===== src/rtl/obstacle_scheduler_pkg.sv =====
// Shared encodings for the obstacle scheduler: game states, obstacle types,
// LFSR taps and the obstacle-type roll.
package obstacle_scheduler_pkg;

    localparam logic [1:0] GS_INIT = 2'b00;
    localparam logic [1:0] GS_RUN  = 2'b10;
    localparam logic [1:0] GS_DEAD = 2'b01;

    localparam logic [1:0] OBS_SMALL   = 2'b00;
    localparam logic [1:0] OBS_LARGE   = 2'b01;
    localparam logic [1:0] OBS_BIRD_LO = 2'b10;
    localparam logic [1:0] OBS_BIRD_HI = 2'b11;

    // Taps 16,14,13,11 expressed as bit positions 15,13,12,10.
    localparam logic [15:0] LFSR_TAPS = 16'hB400;
    localparam int          NUM_SLOTS = 2;

    typedef enum logic [2:0] {
        S_IDLE,
        S_GAP,
        S_PICK,
        S_WAIT_SLOT,
        S_OFFER,
        S_FROZEN
    } sched_state_t;

    // A roll of 11 degrades to a large cactus until birds are unlocked.
    function automatic logic [1:0] pick_type(input logic [2:0] rnd, input logic bird_ok);
        pick_type = OBS_SMALL;
        case (rnd[1:0])
            2'b10:   pick_type = OBS_LARGE;
            2'b11:   pick_type = bird_ok ? (rnd[2] ? OBS_BIRD_HI : OBS_BIRD_LO) : OBS_LARGE;
            default: pick_type = OBS_SMALL;
        endcase
    endfunction

endpackage


===== src/rtl/obstacle_scheduler_lfsr16.sv =====
// 16-bit Fibonacci LFSR, shifting left with feedback into bit 0.
module obstacle_scheduler_lfsr16
    import obstacle_scheduler_pkg::*;
#(
    parameter logic [15:0] SEED = 16'hACE1
) (
    input  logic        clk,
    input  logic        rst,
    input  logic        i_en,
    output logic [15:0] o_state
);

    logic [15:0] r_state;
    logic        w_fb;

    assign w_fb = ^(r_state & LFSR_TAPS);

    always_ff @(posedge clk) begin
        if (rst) begin
            r_state <= SEED;
        end else if (i_en) begin
            r_state <= {r_state[14:0], w_fb};
        end
    end

    assign o_state = r_state;

endmodule


===== src/rtl/obstacle_scheduler.sv =====
// States: IDLE cleared | GAP frame countdown | PICK roll type+gap | WAIT_SLOT need free slot
//         OFFER spawn handshake | FROZEN game over, counters held
module obstacle_scheduler
    import obstacle_scheduler_pkg::*;
#(
    parameter int          MIN_GAP      = 24,
    parameter int          GAP_STEP     = 4,
    parameter int          LEVEL_FRAMES = 600,
    parameter int          MAX_LEVEL    = 7,
    parameter int          BIRD_LEVEL   = 2,
    parameter logic [15:0] LFSR_SEED    = 16'hACE1
) (
    input  logic                 clk,
    input  logic                 rst,
    input  logic                 frame_tick,
    input  logic [1:0]           gameState,
    input  logic [NUM_SLOTS-1:0] slot_free,
    input  logic                 spawn_ack,
    output logic                 spawn_valid,
    output logic                 spawn_slot,
    output logic [1:0]           spawn_type,
    output logic [2:0]           speed_level
);

    localparam int                 LCNT_W       = $clog2(LEVEL_FRAMES);
    localparam logic [7:0]         L_MIN_GAP    = 8'(MIN_GAP);
    localparam logic [7:0]         L_GAP_STEP   = 8'(GAP_STEP);
    localparam logic [LCNT_W-1:0]  L_LCNT_LAST  = LCNT_W'(LEVEL_FRAMES - 1);
    localparam logic [2:0]         L_MAX_LEVEL  = 3'(MAX_LEVEL);
    localparam logic [2:0]         L_BIRD_LEVEL = 3'(BIRD_LEVEL);

    sched_state_t      r_state;
    sched_state_t      w_next;
    logic [7:0]        r_gap;
    logic [LCNT_W-1:0] r_lcnt;
    logic [2:0]        r_level;
    logic              r_slot;
    logic [1:0]        r_type;

    logic [15:0] w_lfsr;
    logic        w_unused;
    logic        w_run;
    logic        w_dead;
    logic        w_init;
    logic        w_active;
    logic        w_gap_done;
    logic        w_any_free;
    logic        w_free_slot;
    logic [7:0]  w_raw_rnd;
    logic [7:0]  w_level_sub;
    logic [7:0]  w_next_gap;

    obstacle_scheduler_lfsr16 #(.SEED(LFSR_SEED)) u_lfsr (
        .clk     (clk),
        .rst     (rst),
        .i_en    (1'b1),
        .o_state (w_lfsr)
    );

    assign w_unused    = ^w_lfsr[15:9];
    assign w_run       = (gameState == GS_RUN);
    assign w_dead      = (gameState == GS_DEAD);
    assign w_init      = (gameState == GS_INIT) || (gameState == 2'b11);
    assign w_active    = (r_state == S_GAP) || (r_state == S_PICK) ||
                         (r_state == S_WAIT_SLOT) || (r_state == S_OFFER);
    assign w_gap_done  = frame_tick && (r_gap <= 8'd1);
    assign w_any_free  = |slot_free;
    assign w_free_slot = ~slot_free[0];

    // Compare before subtracting so the level penalty can never wrap the gap.
    assign w_raw_rnd   = {2'b00, w_lfsr[8:3]};
    assign w_level_sub = {5'b00000, r_level} * L_GAP_STEP;
    assign w_next_gap  = (w_raw_rnd > w_level_sub) ? (L_MIN_GAP + w_raw_rnd - w_level_sub)
                                                   : L_MIN_GAP;

    always_ff @(posedge clk) begin
        if (rst) begin
            r_state <= S_IDLE;
        end else begin
            r_state <= w_next;
        end
    end

    always_comb begin
        w_next = r_state;
        if (w_dead) begin
            w_next = S_FROZEN;
        end else if (w_init) begin
            w_next = S_IDLE;
        end else begin
            case (r_state)
                S_IDLE:      w_next = S_GAP;
                S_GAP:       if (w_gap_done) w_next = S_PICK;
                S_PICK:      w_next = S_WAIT_SLOT;
                S_WAIT_SLOT: if (w_any_free) w_next = S_OFFER;
                S_OFFER:     if (spawn_ack) w_next = S_GAP;
                S_FROZEN:    w_next = S_FROZEN;
                default:     w_next = S_IDLE;
            endcase
        end
    end

    always_comb begin
        spawn_valid = (r_state == S_OFFER);
        spawn_slot  = r_slot;
        spawn_type  = r_type;
        speed_level = r_level;
    end

    always_ff @(posedge clk) begin
        if (rst) begin
            r_gap   <= L_MIN_GAP;
            r_lcnt  <= '0;
            r_level <= '0;
            r_slot  <= 1'b0;
            r_type  <= OBS_SMALL;
        end else if (w_init) begin
            r_gap   <= L_MIN_GAP;
            r_lcnt  <= '0;
            r_level <= '0;
        end else if (w_run) begin
            if (w_active && frame_tick) begin
                if (r_lcnt == L_LCNT_LAST) begin
                    r_lcnt <= '0;
                    if (r_level != L_MAX_LEVEL) r_level <= r_level + 1'b1;
                end else begin
                    r_lcnt <= r_lcnt + 1'b1;
                end
            end
            if ((r_state == S_GAP) && frame_tick && (r_gap != 8'd0)) begin
                r_gap <= r_gap - 1'b1;
            end
            if (r_state == S_PICK) begin
                r_gap  <= w_next_gap;
                r_type <= pick_type(w_lfsr[2:0], r_level >= L_BIRD_LEVEL);
            end
            if ((r_state == S_WAIT_SLOT) && w_any_free) begin
                r_slot <= w_free_slot;
            end
        end
    end

endmodule


===== config.mk =====
export PLATFORM = sky130hd
export DESIGN_NAME = obstacle_scheduler
export DESIGN_NICKNAME = d
export VERILOG_FILES = /design/src/rtl/obstacle_scheduler_pkg.sv /design/src/rtl/obstacle_scheduler_lfsr16.sv /design/src/rtl/obstacle_scheduler.sv
export SDC_FILE = /design/constraint.sdc
export NUM_CORES = 1
export LEC_CHECK = 0
export CORE_MARGIN = 10
export CORE_UTILIZATION = 53
export CTS_CLUSTER_DIAMETER = 100
export CTS_CLUSTER_SIZE = 28
export DETAILED_ROUTE_END_ITERATION = 8
export HOLD_SLACK_MARGIN = 0.06
export PLACE_DENSITY = 0.75
export SETUP_SLACK_MARGIN = 0.3
export SKIP_LAST_GASP = 1
export SYNTH_ARGS = -nofsm -noshare
export SYNTH_HDL_FRONTEND = slang
export SYNTH_SLANG_ARGS = --single-unit

===== constraint.sdc =====
create_clock -name clk -period 1.8 [get_ports clk]
set_input_delay 0.36 -clock clk [delete_from_list [all_inputs] [get_ports clk]]
set_output_delay 0.36 -clock clk [all_outputs]
set_load 0.01 [all_outputs]

# Word level (Yosys, flattened, before mapping)
# Index checks and enable logic that the tools add are counted.
[word_totals] elab_cells=73 out_inout_bits=7 register_bits=43 in_bits=8
[op_classes] magnitude_cmp=3 eq_ne=18 n_mux=13 reduce_logical=24 add_sub_neg=5 n_bitwise=2
[op_table] cell="two-way mux 8 bit" n=3
[op_table] cell="case mux 3 bit (6 select lines)" n=1
[op_table] cell="XOR reduction 16 bit" n=1
[op_table] cell="two-way mux 3 bit" n=5
[op_table] cell="AND reduction 3 bit" n=4
[op_table] cell="adder 10 x 1 -> 10 bit (second input constant)" n=1
[op_table] cell="equality test 10 bit (second input constant)" n=1
[op_table] cell="two-way mux 10 bit" n=1
[op_table] cell="equality test 2 bit (second input constant)" n=4
[op_table] cell="<= comparator 8 x 1 -> 1 bit (second input constant)" n=1
[op_table] cell="inequality test 4 bit (second input constant)" n=2
[op_table] cell="nonzero test 8 bit" n=1
[op_table] cell="subtractor 7 x 5 -> 8 bit" n=1
[op_table] cell="subtractor 8 x 1 -> 8 bit (second input constant)" n=1
[op_table] cell="adder 5 x 6 -> 7 bit (first input constant)" n=1
[op_table] cell="equality test 3 x 2 -> 1 bit (second input constant)" n=2
[op_table] cell="equality test 3 bit (second input constant)" n=2
[op_table] cell="> comparator 6 x 5 -> 1 bit" n=1
[op_table] cell="inequality test 2 bit (second input constant)" n=3
[op_table] cell="logical AND 1 bit" n=5
[op_table] cell="logical OR 1 bit" n=4
[op_table] cell="inequality test 4 x 2 -> 1 bit (second input constant)" n=1
[op_table] cell="case mux 2 bit (2 select lines)" n=1
[op_table] cell="AND reduction 2 bit" n=2
[op_table] cell="other kinds (14)" n=16

# Depth between registers and ports, before layout
# Gate-level depths: netlist of the first run.
[depth] word_depth=6 mapped_depth=9 mapped_depth_nobuf=9

# Modules after synthesis
# Synthesis of the first run repeated with hierarchy kept, for this count alone.
[hier_totals] cells_unflattened=287 hier_area_um2=2529.9
[by_module_without_submodules] mod="obstacle_scheduler" cells_per_inst=232 area_each_um2=1910.6 seq_area_each_um2=540.5 instances=1
[by_module_without_submodules] mod="obstacle_scheduler_lfsr16" cells_per_inst=55 area_each_um2=619.3 seq_area_each_um2=320.3 instances=1

# Worst setup path after synthesis of the first run
# OpenSTA, ideal clock, no wires.
[synth_timing] path_type="reg2reg" start="register r_level[1] (netlist: speed_level[1])" end="register r_gap[5]" setup_ns=0.120 stages_incl_launch_ff=10 slack_ns=-0.239 arrival_ns=1.919 cell_sequence="dfxtp_1 -> inv_1 -> ha_1 -> inv_1 -> ha_1 -> a21o_1 -> a21oi_1 -> xor2_1 -> a2bb2oi_1 -> a21oi_1"
[synth_between] elab_chain_cells=3
[synth_lines] element="from (decl)" line="obstacle_scheduler.sv:36" rtl="logic [2:0] r_level;"
[synth_lines] element="from (signal assigned)" line="obstacle_scheduler.sv:125" rtl="if (r_level != L_MAX_LEVEL) r_level <= r_level + 1'b1;"
[synth_lines] element="subtractor 7 x 5 -> 8 bit or > comparator 6 x 5 -> 1 bit (tied branches)" line="obstacle_scheduler.sv:73" rtl="assign w_next_gap = (w_raw_rnd > w_level_sub) ? (L_MIN_GAP + w_raw_rnd - w_level_sub)"
[synth_lines] element="two-way mux 8 bit (*)" line="obstacle_scheduler.sv:73"
[synth_lines] element="two-way mux 8 bit (*)" line="obstacle_scheduler.sv:133" rtl="if (r_state == S_PICK) begin"
[synth_lines] element="to (signal assigned)" line="obstacle_scheduler.sv:131" rtl="r_gap <= r_gap - 1'b1;"
[synth_lines] element="to (signal assigned)" line="obstacle_scheduler.sv:134" rtl="r_gap <= w_next_gap;"
[synth_lines] element="to (decl)" line="obstacle_scheduler.sv:34" rtl="logic [7:0] r_gap;"
# Mark *: on every way between the ends. The rest lies on a longest branch, timed or not.
# A chain may end at the register's enable or synchronous reset.

# Worst setup path in the final report of the first run
[layout_timing] start="register r_level[1] (netlist: speed_level[1])" end="register r_gap[7]"
# The elaborated chain is that of the path after synthesis.

==> impl_metrics.env, run 1 <==
export IMPL_synth_async_reset_ratio_pct=0
export IMPL_synth_register_bits=43
export IMPL_timing_critical_path_cells="inv_4, ha_4, nand3_2, or4_1, o211ai_1, buf_4, a2bb2oi_2, a21oi_1"
export IMPL_tritoncts="done"
export IMPL_synth_area_um2=2330
export IMPL_final_critical_path_setup_slack_ps=-39.6
export IMPL_clkTransAtPathRegs_ps=80
export IMPL_drtAntennaViolNets=0
export IMPL_critical_path_required_ps=1990
export IMPL_grt_pass1_wl_um=9580
export IMPL_vias_per_cell=5.63
export IMPL_route_final_wire_length_um=6140
export IMPL_synth_net_count=288
export IMPL_setup_slack_placement_ps=-523
export IMPL_multiInputGateArea_um2=1730
export IMPL_outcome="complete, but fails checks"
export IMPL_power_per_cell_area_nw_per_um2=623
export IMPL_timing_hold_worst_start="u_lfsr.o_state[14]"
export IMPL_critical_path_top_delay_family="simple AND/OR/NAND/NOR gates"
export IMPL_slew_violations=0
export IMPL_synth_sequential_area_ratio_pct=36.9
export IMPL_insertion_delay_of_the_later_clocked_pin_in_the_worst_skew_pair_ps=300
export IMPL_peakVddDrop_v=0.000495
export IMPL_die_height_um=86.4
export IMPL_skew_ps=9.29
export IMPL_final_instance_count_excl_fill=363
export IMPL_rsz0062_at_grt="true"
export IMPL_rows=24
export IMPL_fillCellCount=295
export IMPL_timing_slew_headroom_pct=73.0
export IMPL_grt_antenna_before_repair=0
export IMPL_worst_hold_margin_ps=415
export IMPL_layout_cells_most_common="sky130_fd_sc_hd__dfxtp_1"
export IMPL_grt_remaining_overflow=0
export IMPL_worstMarginPinSlew_ps=404
export IMPL_grt_start_max_net_pins=23
export IMPL_ff2ff_setup_slack_ps=-40
export IMPL_num_antenna_cells=0
export IMPL_cts_root_buffer_cell="sky130_fd_sc_hd__clkbuf_8"
export IMPL_track_usage_pct=15.4
export IMPL_via_count=2044
export IMPL_final_min_period_over_clock_period_pct=102
export IMPL_cp_slowest_stage_delay_ps=410
export IMPL_ctsLongestPathBuffers=2
export IMPL_synth_avg_cell_area_um2=9.01
export IMPL_crit_fanout=6
export IMPL_crit_path_dat_ps=2030
export IMPL_synth_cell_types=50
export IMPL_p_leak_nw=1.33
export IMPL_synthesis_instances=259
export IMPL_ff_latch_area_um2=877
export IMPL_synth_edf_count=0
export IMPL_synth_warning_count=0
export IMPL_final_setup_violation_count=6
export IMPL_io_pin_count=15
export IMPL_post_cts_hold_buffer_count=0
export IMPL_worstSetupEndpointType="register"
export IMPL_critPathSlowestCell="sky130_fd_sc_hd__or4_1"
export IMPL_placedCellCount=338
export IMPL_post_route_drc_count=0
export IMPL_synth_ff_type="sky130_fd_sc_hd__dfxtp_1"
export IMPL_synthTopCellsByArea="sky130_fd_sc_hd__dfxtp_1 37%, sky130_fd_sc_hd__ha_1 11%, sky130_fd_sc_hd__xor2_1 5.6%"
export IMPL_timing_critical_path_buf_inv=2
export IMPL_cts_buffers=5
export IMPL_first_global_vias=2026
export IMPL_max_cap_violations=0
export IMPL_initial_utilization_pct=54.3
export IMPL_whs_endpoint="u_lfsr.o_state[15]"
export IMPL_commonest_non_fill_non_tap_cells_in_the_layout="36 x sky130_fd_sc_hd__dfxtp_1, 30 x sky130_fd_sc_hd__buf_4, 22 x sky130_fd_sc_hd__nor2_1, 15 x sky130_fd_sc_hd__a21oi_1, 15 x sky130_fd_sc_hd__xor2_1"
export IMPL_syn_to_final_growth_pct=41.3
export IMPL_drt_wirelength_per_cell_um=16.9
export IMPL_crit_reg2reg_launch="speed_level[1]"
export IMPL_yosys_area_top_type_share_pct=36.9
export IMPL_final_hold_violation_count=0
export IMPL_reg2reg_to="r_gap[7]"
export IMPL_maxClockFrequency_ghz=0.544
export IMPL_worst_r2r_cell_count=8
export IMPL_cts_htree_levels=2
export IMPL_synth_top_area_cell="sky130_fd_sc_hd__dfxtp_1"
export IMPL_place_detailed_hpwl_um=3690
export IMPL_min_period_ps=1840
export IMPL_finalSetupTns_ps=-149
export IMPL_core_region_area_um2=4290
export IMPL_hold_depth=1
export IMPL_cp_start_kind="register"
export IMPL_drt_pre_antenna_iters=4
export IMPL_floorplan_die_area_um2=7460
export IMPL_portBuffers=14
export IMPL_chipWidth_um=86.4
export IMPL_cts_sinks=43
export IMPL_drt_initial_drc_count=79
export IMPL_holdCritPathClass="reg -> reg"
export IMPL_finalNetCount=339
export IMPL_worst_setup_path_type="reg -> reg"
export IMPL_final_layout_size_suffix_gt1_share_pct=40.8
export IMPL_failed_checks="setup timing"
export IMPL_place_congestion=0.824
## cells by family after synthesis
family                     Yosys count  share of synthesized area (%)
and+or+nand+nor                     84                           19.8
buffers and inverters               27                           5.47
xor gates and xnor gates            21                           7.88
adders and majority gates           21                           11.3
DFF                                 43                           36.9
AOI/OAI and AO/OA                   59                           16.7
muxes                                4                           1.98
## report_power, final
group	internal [W]	switching, W
Combinational	0.000166	0.000161
Sequential	0.000980	0.0000279
Clock	0.000393	0.000328
Total	0.00154	0.000517
## synth_stat cells, drive strengths merged, types with 2 or more instances
| library cell | n |
|---|---|
| nor4 | 2 |
| a21o | 2 |
| or4 | 2 |
| and3 | 2 |
| o211ai | 2 |
| ha | 21 |
| o2111ai | 2 |
| mux2i | 2 |
| a2bb2oi | 4 |
| a221oi | 2 |
| dfxtp | 43 |
| or2 | 10 |
| nand2b | 2 |
| nor3 | 2 |
| inv | 18 |
| nand3 | 5 |
| a21oi | 19 |
| nor2b | 6 |
| xor2 | 15 |
| a211oi | 4 |
| buf | 6 |
| nand4 | 4 |
| nand2 | 11 |
| nor3b | 3 |
| mux2 | 2 |
| xnor2 | 6 |
| nor2 | 29 |
| clkbuf | 3 |
| o21ai | 13 |
| o31ai | 3 |
| or3b | 2 |
## cell type report
cell class | instances | area share [%]
clock buffer | 7 | 3.26
clock inverter | 1 | 0.152
inverter | 18 | 2.35
multi-input combinational | 191 | 52.3
sequential | 43 | 26.6
tap | 52 | 1.97
timing repair buffer | 51 | 13.4
## sequential cells by signal (all words and copies together), names as in the netlist
| name | cells |
|---|---|
| u_lfsr.o_state | 16 |
| r_lcnt | 10 |
| r_gap | 8 |
| r_state | 3 |
| speed_level | 3 |
| spawn_type | 2 |
| spawn_slot | 1 |
## repair_timing
| item | in CTS | in global routing |
|---|---|---|
| cloned | 2 | 0 |
| gates resized for setup | 44 | 37 |
| pin swaps | 11 | 16 |
| hold endpoints to repair | 0 | 0 |
| buffers inserted | 9 | 6 |
| endpoints found under the setup margin | 31 | 28 |
## through the flow
step                total power [W]  utilization [%]  cell area [um2]
finish                      0.00206             76.8             3300
detailed placement          0.00128             64.3             2760
global route                0.00213             76.8             3300
global placement            0.00128             64.3             2760
floorplan                   0.00121                -             2470
CTS                         0.00202             72.4             3110
## how the worst max path moves through the flow
stage                    from  endpoint  slack [ps]  cells past startpoint
3_3_place_gp     gameState[1]  r_gap[4]        -430                      7
2_1_floorplan  speed_level[0]  r_gap[0]          60                      7
4_1_cts        speed_level[1]  r_gap[7]         0.1                      8
5_1_grt        speed_level[1]  r_gap[4]        -120                      9
6_report       speed_level[1]  r_gap[7]         -40                      8
3_5_place_dp     gameState[1]  r_gap[7]        -520                      7
## per-layer routing
layer / share of wire [%] / vias to the layer above / track usage (%)
met4: 1.7 / 0 / 4.27
met3: 4.1 / 11 / 3.75
met5: 0 / - / 0
met2: 50 / 50 / 26.2
li1: - / 1010 / -
met1: 45 / 973 / 18.7
No activity file was read; power rests on OpenSTA's default activity.
==> run 2, diff against run 1 <==
- CORE_MARGIN: 10 -> default
==> run 2 against run 1 <==
Compared with the run above:
- clock power increased by 7.8%
- count of clock-buffer cells in the layout decreased by 2
- hold slack improved by 10 ps
- clock skew decreased by 4.0 ps
- the run still ends with setup timing left
- via count about the same
- cell count decreased by 1.1%
- maximum frequency increased by 0.55%
- total power increased by 4.0%
- utilization increased by 3.3 points
==> impl_metrics.env, run 2 (synthesized netlist as in run 1, its figures left out) <==
export IMPL_outcome="complete, but fails checks"
export IMPL_failed_checks="setup timing"
export IMPL_final_critical_path_setup_slack_ps=-29.6
export IMPL_grt_pass1_wl_um=8790
export IMPL_ctsLongestPathBuffers=2
export IMPL_drt_initial_drc_count=187
export IMPL_route_final_wire_length_um=5760
export IMPL_rsz0062_at_grt="true"
export IMPL_drt_wirelength_per_cell_um=16.0
export IMPL_skew_ps=5.32
export IMPL_crit_fanout=4
export IMPL_holdCritPathClass="reg -> reg"
export IMPL_crit_path_dat_ps=2020
export IMPL_io_pin_count=15
export IMPL_multiInputGateArea_um2=1740
export IMPL_track_usage_pct=25.5
export IMPL_vias_per_cell=5.69
export IMPL_cts_buffers=5
export IMPL_via_count=2043
export IMPL_place_congestion=0.831
export IMPL_grt_start_max_net_pins=23
export IMPL_min_period_ps=1830
export IMPL_cts_htree_levels=2
export IMPL_syn_to_final_growth_pct=41.3
export IMPL_commonest_non_fill_non_tap_cells_in_the_layout="34 x sky130_fd_sc_hd__dfxtp_1, 29 x sky130_fd_sc_hd__buf_4, 20 x sky130_fd_sc_hd__nor2_1, 14 x sky130_fd_sc_hd__a21oi_1, 14 x sky130_fd_sc_hd__xor2_1"
export IMPL_worstMarginPinSlew_ps=396
export IMPL_max_cap_violations=0
export IMPL_worstSetupEndpointType="register"
export IMPL_grt_remaining_overflow=0
export IMPL_slew_violations=0
export IMPL_initial_utilization_pct=56.7
export IMPL_place_detailed_hpwl_um=3610
export IMPL_p_int_w=0.00158
export IMPL_finalNetCount=337
export IMPL_layout_cells_most_common="sky130_fd_sc_hd__dfxtp_1"
export IMPL_power_per_cell_area_nw_per_um2=648
export IMPL_first_global_vias=1951
export IMPL_peakVddDrop_v=0.000521
export IMPL_cts_sinks=43
export IMPL_die_height_um=68.4
export IMPL_timing_slew_headroom_pct=73.6
export IMPL_final_layout_size_suffix_gt1_share_pct=42.7
export IMPL_final_min_period_over_clock_period_pct=102
export IMPL_worst_hold_margin_ps=425
export IMPL_postPlaceCellArea_um2=2780
export IMPL_final_cell_area_um2=3300
export IMPL_num_antenna_cells=0
export IMPL_ff_latch_area_um2=880
export IMPL_critical_path_required_ps=1990
export IMPL_rows=23
export IMPL_switching_share_pct=26.2
export IMPL_tritoncts="done"
export IMPL_drtAntennaViolNets=0
export IMPL_p_leak_nw=1.33
export IMPL_largest_reg_flops=16
export IMPL_maxClockFrequency_ghz=0.547
export IMPL_insertion_delay_of_the_later_clocked_pin_in_the_worst_skew_pair_ps=300
export IMPL_cts_root_buffer_cell="sky130_fd_sc_hd__clkbuf_8"
export IMPL_comb_power_share_pct=16.7
export IMPL_grt_antenna_before_repair=0
export IMPL_finalSetupTns_ps=-56.8
export IMPL_worst_setup_path_type="reg -> reg"
export IMPL_cp_start_kind="register"
export IMPL_final_hold_violation_count=0
export IMPL_post_route_drc_count=0
export IMPL_clockPowerShare_pct=36.3
export IMPL_clkTransAtPathRegs_ps=90
export IMPL_final_setup_violation_count=4
export IMPL_net_switching_power_w=0.000560
export IMPL_power_frac_seq_pct=47.0
export IMPL_portBuffers=14
export IMPL_fillCellCount=259
export IMPL_drt_pre_antenna_iters=4
export IMPL_core_region_area_um2=4120
export IMPL_chipWidth_um=68.4
export IMPL_floorplan_die_area_um2=4670
run 2: worst paths after layout:
path / from / endpoint / slack (ps) / cells past startpoint
max: speed_level[1] / r_gap[5] / -30 / 9
min: u_lfsr.o_state[9] / u_lfsr.o_state[10] / 430 / 1
max reg2reg: speed_level[1] / r_gap[5] / -30 / 9
min reg2reg: u_lfsr.o_state[9] / u_lfsr.o_state[10] / 430 / 1
run 2: metrics by stage:
step                setup WS, ps  power [W]  cells  utilization, %
floorplan                   58.8    0.00121    259               -
global placement            -306    0.00128    339            67.6
detailed placement          -354    0.00129    339            67.6
CTS                        -28.3    0.00208    353            74.7
global route                -105    0.00221    359            80.1
finish                     -29.6    0.00214    359            80.1
run 2: layer usage:
layer  part of all wire [%]  vias up  global-route usage [%]
met5                      0        -                       0
met1                     45      980                    32.2
met3                    4.0        8                    5.17
met2                     50       56                    43.0
met4                    1.2        0                    8.33
li1                       -      999                       -
run 2: cell type report:
class	count	area share [%]
inverter	18	2.28
sequential	43	26.7
tap	50	1.90
clock buffer	5	2.09
timing repair buffer	50	12.9
multi-input combinational	190	52.7
clock inverter	3	1.44
run 2: critical path, stage by stage, from the launching register on:
cell and delay (ps):
sky130_fd_sc_hd__dfxtp_4 370, sky130_fd_sc_hd__inv_4 40, sky130_fd_sc_hd__ha_4 270, sky130_fd_sc_hd__inv_4 40
sky130_fd_sc_hd__ha_4 220, sky130_fd_sc_hd__a21o_1 160, sky130_fd_sc_hd__a21oi_2 160, sky130_fd_sc_hd__xor2_1 240
sky130_fd_sc_hd__a2bb2oi_2 160, sky130_fd_sc_hd__a21oi_2 60
run 2: power groups by stage:
stage	Sequential, W	Combinational [W]	Clock [W]
after floorplan	0.00102	0.000190	0
after global placement	0.00102	0.000261	0
after detailed placement	0.00102	0.000265	0
after CTS	0.00100	0.000296	0.000785
after global routing	0.00101	0.000380	0.000824
final	0.00101	0.000356	0.000777
run 2: what timing repair did:
action                     in CTS  in global routing
setup endpoints to repair      32                 28
setup buffers                   5                  6
gates resized for setup        41                 47
hold buffers                    0                  0
cloned                          1                  0
pin swaps                      15                 22
